### src/rtl/n4_b10_stopwatch_ctrl.sv
`default_nettype none
// +----------------------------------------------------------------------------+
// | Module   : n4_b10_stopwatch_ctrl                                           |
// | Purpose  : start/stop/clear stopwatch sequencer for a 4-digit BCD counter; |
// |            prescales m_clock into count ticks and saturates at 9999.       |
// | Options  : STOPWATCH_LAP_EN adds a lap hold register in front of disp.     |
// | Revision : 1.0 - initial release                                           |
// +----------------------------------------------------------------------------+
module n4_b10_stopwatch_ctrl #(
    parameter int PRESCALE = 10,
    parameter int PS_W     = 16
) (
    input  logic        m_clock,
    input  logic        m_reset_,
    input  logic        start_stop,
    input  logic        clear,
    input  logic        lap,
    input  logic [15:0] cnt_q,
    output logic        cnt_ei,
    output logic        cnt_clr,
    output logic [15:0] disp,
    output logic        running,
    output logic        ovf
);

    localparam logic [PS_W-1:0] C_PS_LAST = PS_W'(PRESCALE - 1);
    localparam logic [PS_W-1:0] C_PS_ONE  = PS_W'(1);
    localparam logic [15:0]     C_CNT_MAX = 16'h9999;

    typedef enum logic [1:0] {
        ST_IDLE  = 2'd0,
        ST_RUN   = 2'd1,
        ST_PAUSE = 2'd2,
        ST_OVF   = 2'd3
    } state_t;

    state_t          r_state;
    logic [PS_W-1:0] r_ps;
    logic            r_cnt_clr;
    logic            r_running;
    logic            r_ovf;

    logic            w_ps_last;
    logic            w_tick_due;
    logic            w_at_max;

    assign w_ps_last  = (r_ps == C_PS_LAST);
    assign w_tick_due = (r_state == ST_RUN) && w_ps_last;
    assign w_at_max   = (cnt_q == C_CNT_MAX);

    // A tick landing on 9999 is swallowed so the counter never wraps.
    assign cnt_ei  = w_tick_due && !w_at_max;
    assign cnt_clr = r_cnt_clr;
    assign running = r_running;
    assign ovf     = r_ovf;

    always_ff @(posedge m_clock or negedge m_reset_) begin
        if (!m_reset_) begin
            r_state   <= ST_IDLE;
            r_ps      <= '0;
            r_cnt_clr <= 1'b0;
            r_running <= 1'b0;
            r_ovf     <= 1'b0;
        end else begin
            r_cnt_clr <= 1'b0;
            if (clear) begin
                r_state   <= ST_IDLE;
                r_ps      <= '0;
                r_cnt_clr <= 1'b1;
                r_running <= 1'b0;
                r_ovf     <= 1'b0;
            end else begin
                case (r_state)
                    ST_IDLE: begin
                        if (start_stop) begin
                            r_state   <= ST_RUN;
                            r_ps      <= '0;
                            r_running <= 1'b1;
                        end
                    end
                    ST_RUN: begin
                        // Prescaler advances even on the pausing edge so a tick issued there is not repeated on resume.
                        r_ps <= w_ps_last ? '0 : r_ps + C_PS_ONE;
                        if (w_tick_due && w_at_max) begin
                            r_state   <= ST_OVF;
                            r_running <= 1'b0;
                            r_ovf     <= 1'b1;
                        end else if (start_stop) begin
                            r_state   <= ST_PAUSE;
                            r_running <= 1'b0;
                        end
                    end
                    ST_PAUSE: begin
                        if (start_stop) begin
                            r_state   <= ST_RUN;
                            r_running <= 1'b1;
                        end
                    end
                    ST_OVF: begin
                        r_state <= ST_OVF;
                    end
                    default: begin
                        r_state   <= ST_IDLE;
                        r_ps      <= '0;
                        r_running <= 1'b0;
                        r_ovf     <= 1'b0;
                    end
                endcase
            end
        end
    end

`ifdef STOPWATCH_LAP_EN
    logic [15:0] r_hold;
    logic        r_lap_valid;
    logic        w_lap_ok;

    assign w_lap_ok = (r_state == ST_RUN) || (r_state == ST_PAUSE);

    always_ff @(posedge m_clock or negedge m_reset_) begin
        if (!m_reset_) begin
            r_hold      <= '0;
            r_lap_valid <= 1'b0;
        end else if (clear) begin
            r_lap_valid <= 1'b0;
        end else if (lap && w_lap_ok) begin
            if (r_lap_valid) begin
                r_lap_valid <= 1'b0;
            end else begin
                r_hold      <= cnt_q;
                r_lap_valid <= 1'b1;
            end
        end
    end

    assign disp = r_lap_valid ? r_hold : cnt_q;
`else
    logic w_unused_lap;
    assign w_unused_lap = lap;
    assign disp         = cnt_q;
`endif

endmodule
`default_nettype wire

### config.mk
export PLATFORM = sky130hd
export DESIGN_NAME = n4_b10_stopwatch_ctrl
export DESIGN_NICKNAME = d
export VERILOG_FILES = /design/src/rtl/n4_b10_stopwatch_ctrl.sv
export SDC_FILE = /design/constraint.sdc
export NUM_CORES = 1
export LEC_CHECK = 0
export ABC_AREA = 1
export CORE_MARGIN = 1.5
export CORE_UTILIZATION = 48
export DETAILED_ROUTE_END_ITERATION = 12
export PLACE_DENSITY = 0.8
export SKIP_CTS_REPAIR_TIMING = 1
export SYNTH_ARGS = -nofsm -noshare
export SYNTH_HDL_FRONTEND = slang
export SYNTH_SLANG_ARGS = --single-unit
### constraint.sdc
create_clock -name m_clock -period 2.1 [get_ports m_clock]
set_clock_uncertainty 0.15 [all_clocks]
set_input_delay 0.315 -clock m_clock [delete_from_list [all_inputs] [get_ports m_clock]]
set_output_delay 0.315 -clock m_clock [all_outputs]
set_load 0.03 [all_outputs]
==> impl_metrics.json <==
{
  "status": "finished with violations",
  "violations": "design-rule violations",
  "setup_viol": 0,
  "ys_seq_area_share_pct": 35.93,
  "grt_pass1_wl_um": 5520,
  "die_w_um": 58.20,
  "area_growth_pct": 33.62,
  "drv_slew": 0,
  "finalPower_mw": 0.8712,
  "power.density_nw_per_um2": 445.8,
  "cts.sinks": 21,
  "die_y_um": 58.20,
  "nNetsFinal": 278,
  "tightest_slew_ns": 0.3260,
  "core_um2": 2829,
  "wire_per_inst_um": 11.35,
  "rsz0062_at_grt": "false",
  "grt-ovfl-total": 0,
  "synth.avg_cell_area_um2": 7.032,
  "syn_area_um2": 1463,
  "cts_buffers": 3,
  "first_pass_iters": 8,
  "whs_ns": 0.1723,
  "start_util_pct": 51.70,
  "vias_per_cell": 4.916,
  "synthArstFlopShare_pct": 100.0,
  "post-route-period-util_pct": 94.45,
  "htreeDepth": 1,
  "cp-start-kind": "register",
  "endpoint_kind": "primary output",
  "antenna_cells": 0,
  "drive_gt1_share_pct": 20.47,
  "cts_max_path_buffers": 2,
  "irDropWorstVdd_mv": 0.3907,
  "hpwlAfterDp_um": 2672,
  "antenna_found_initial": 0,
  "hold_viol": 0,
  "num_vias": 1401,
  "final_util_pct": 69.08,
  "rows": 19,
  "ys.flop_type": "dfrtp_1",
  "cts.reportedPaths.clkPinSlew_ns": 0.12,
  "drt_iter0_drc": 55,
  "timing.max_cap.violations": 0,
  "grt_max_degree": 22,
  "first_global_vias": 1250,
  "design.die.area_um2": 3387,
  "insertion_delay_ns": 0.31,
  "wl_um": 3234,
  "ant_nets": 0,
  "tritoncts": "done",
  "yosysWarnings": 0,
  "gp_congestion": 0.8649,
  "io_buffers": 39,
  "ys_types": 24,
  "rr_startpoint": "r_ps[0]$_DFFE_PN0P_",
  "worstPathArrival_ns": 1.52,
  "cts-root-buf": "clkbuf_4",
  "synth_edf_count": 0,
  "fmax_ghz": 0.5041,
  "power_leakage_nw": 0.9304,
  "min_path_type": "input port to async pin",
  "instances_no_fill": 285,
  "path_max_fanout": 2,
  "ys_ff_latch": 21,
  "r2r_slack_ns": 0.25,
  "io_pins": 41,
  "gr-usage-all-layers_pct": 21.64,
  "slew_headroom_pct": 78.10,
  "drc": 5,
  "dp.cells": 281,
  "syn_inst": 208,
  "synthesis.nets": 231,
  "required_ns": 1.63,
  "period_needed_ns": 1.984,
  "r2r-end": "r_ps[12]$_DFFE_PN0P_",
  "rr_worst_depth": 11,
  "crit_type": "register to primary output"
}
[cell usage in the layout (no fill, tap or decap), types with 2 or more instances in the layout]
master and n:
nand2_1 45, clkdlybuf4s50_1 38, nor2_1 32, inv_1 26, dfrtp_1 21, buf_4 21
nand3_1 13, nor2_2 7, a21oi_1 7, inv_2 6, nand4_1 6, o21ai_0 6
nand2_2 4, o21ai_1 3, clkbuf_4 3, nor2_4 2, nor3_2 2, nor3_1 2
[layout make-up]
type	instances	area (um^2)
clock buffers	3	22.52
clock inverters	1	5.005
fillers	233	874.6
inverters	32	120.1
multi-input cells	138	704.4
flip-flops and latches	21	525.5
well taps	31	38.79
repair buffers	59	538.0
[synth_stat cells (4+ instances only)]
library cell / n / area share, %
dfrtp_1: 21 / 36
buf_4: 17 / 8.7
nand3_1: 13 / 4.4
inv_1: 27 / 6.9
nand4_1: 6 / 2.6
a21oi_1: 7 / 2.4
inv_2: 5 / 1.3
o21ai_0: 6 / 2.1
nor2_2: 6 / 2.6
nand2_1: 45 / 12
nand2_2: 4 / 1.7
nor2_1: 33 / 8.5
[state kept, by name (all words and copies together) (netlist names)]
signal	flops
ovf	1
cnt_clr	1
running	1
r_state	2
r_ps	16
[metal layers]
layer | global-route usage [%] | part of all wire [%]
met4 | 7.641 | 1.2
met5 | 0 | 0
met1 | 28.08 | 45
met2 | 36.36 | 48
met3 | 3.795 | 5.7
[metrics by stage]
stage / TNS, ns / instance area, um^2 / setup slack, ns
after global routing: 0 / 1954 / 0.003905
after global placement: -0.1965 / 1914 / -0.1965
after CTS: -0.4630 / 1942 / -0.4630
after floorplan: 0 / 1463 / 0.3480
after detailed placement: -0.1986 / 1914 / -0.1986
final: 0 / 1954 / 0.1165
[kinds of logic (layout without fill, tap and decap cells)]
logic type / after synthesis / in the layout / synth area share (%)
AOI/OAI and AO/OA: 18 / 18 / 6.501
xor gates and xnor gates: 1 / 1 / 0.5989
adders and majority gates: 2 / 2 / 1.711
buffers and inverters: 49 / 95 / 16.94
DFF: 21 / 21 / 35.93
and+or+nand+nor: 117 / 117 / 38.32
[worst max-delay path, cell delays in order, from the launching register on]
cell and delay [ns]:
dfrtp_1 0.40, inv_2 0.08, ha_4 0.12, nand4_1 0.09, nor2_2 0.15, nand3_1 0.08, nor2_1 0.11, buf_4 0.16
[worst max path at each step]
stage,start,endpoint,cells after the start,slack (ns)
2_1_floorplan,r_ps[1]$_DFFE_PN0P_,cnt_ei,6,0.35
3_3_place_gp,cnt_q[0],cnt_ei,7,-0.20
3_5_place_dp,cnt_q[1],cnt_ei,8,-0.20
4_1_cts,r_ps[1]$_DFFE_PN0P_,cnt_ei,7,-0.46
5_1_grt,r_ps[1]$_DFFE_PN0P_,cnt_ei,7,0.004
6_report,r_ps[1]$_DFFE_PN0P_,cnt_ei,7,0.12
[power breakdown]
part	total, mW	leakage, nW	switching [mW]	internal (mW)
combinational	0.243	0.626	0.136	0.107
sequential	0.430	0.287	0.0136	0.417
clock	0.197	0.0177	0.126	0.0713
total	0.871	0.930	0.275	0.596
Note: power is estimated with default switching activity, not from simulation.
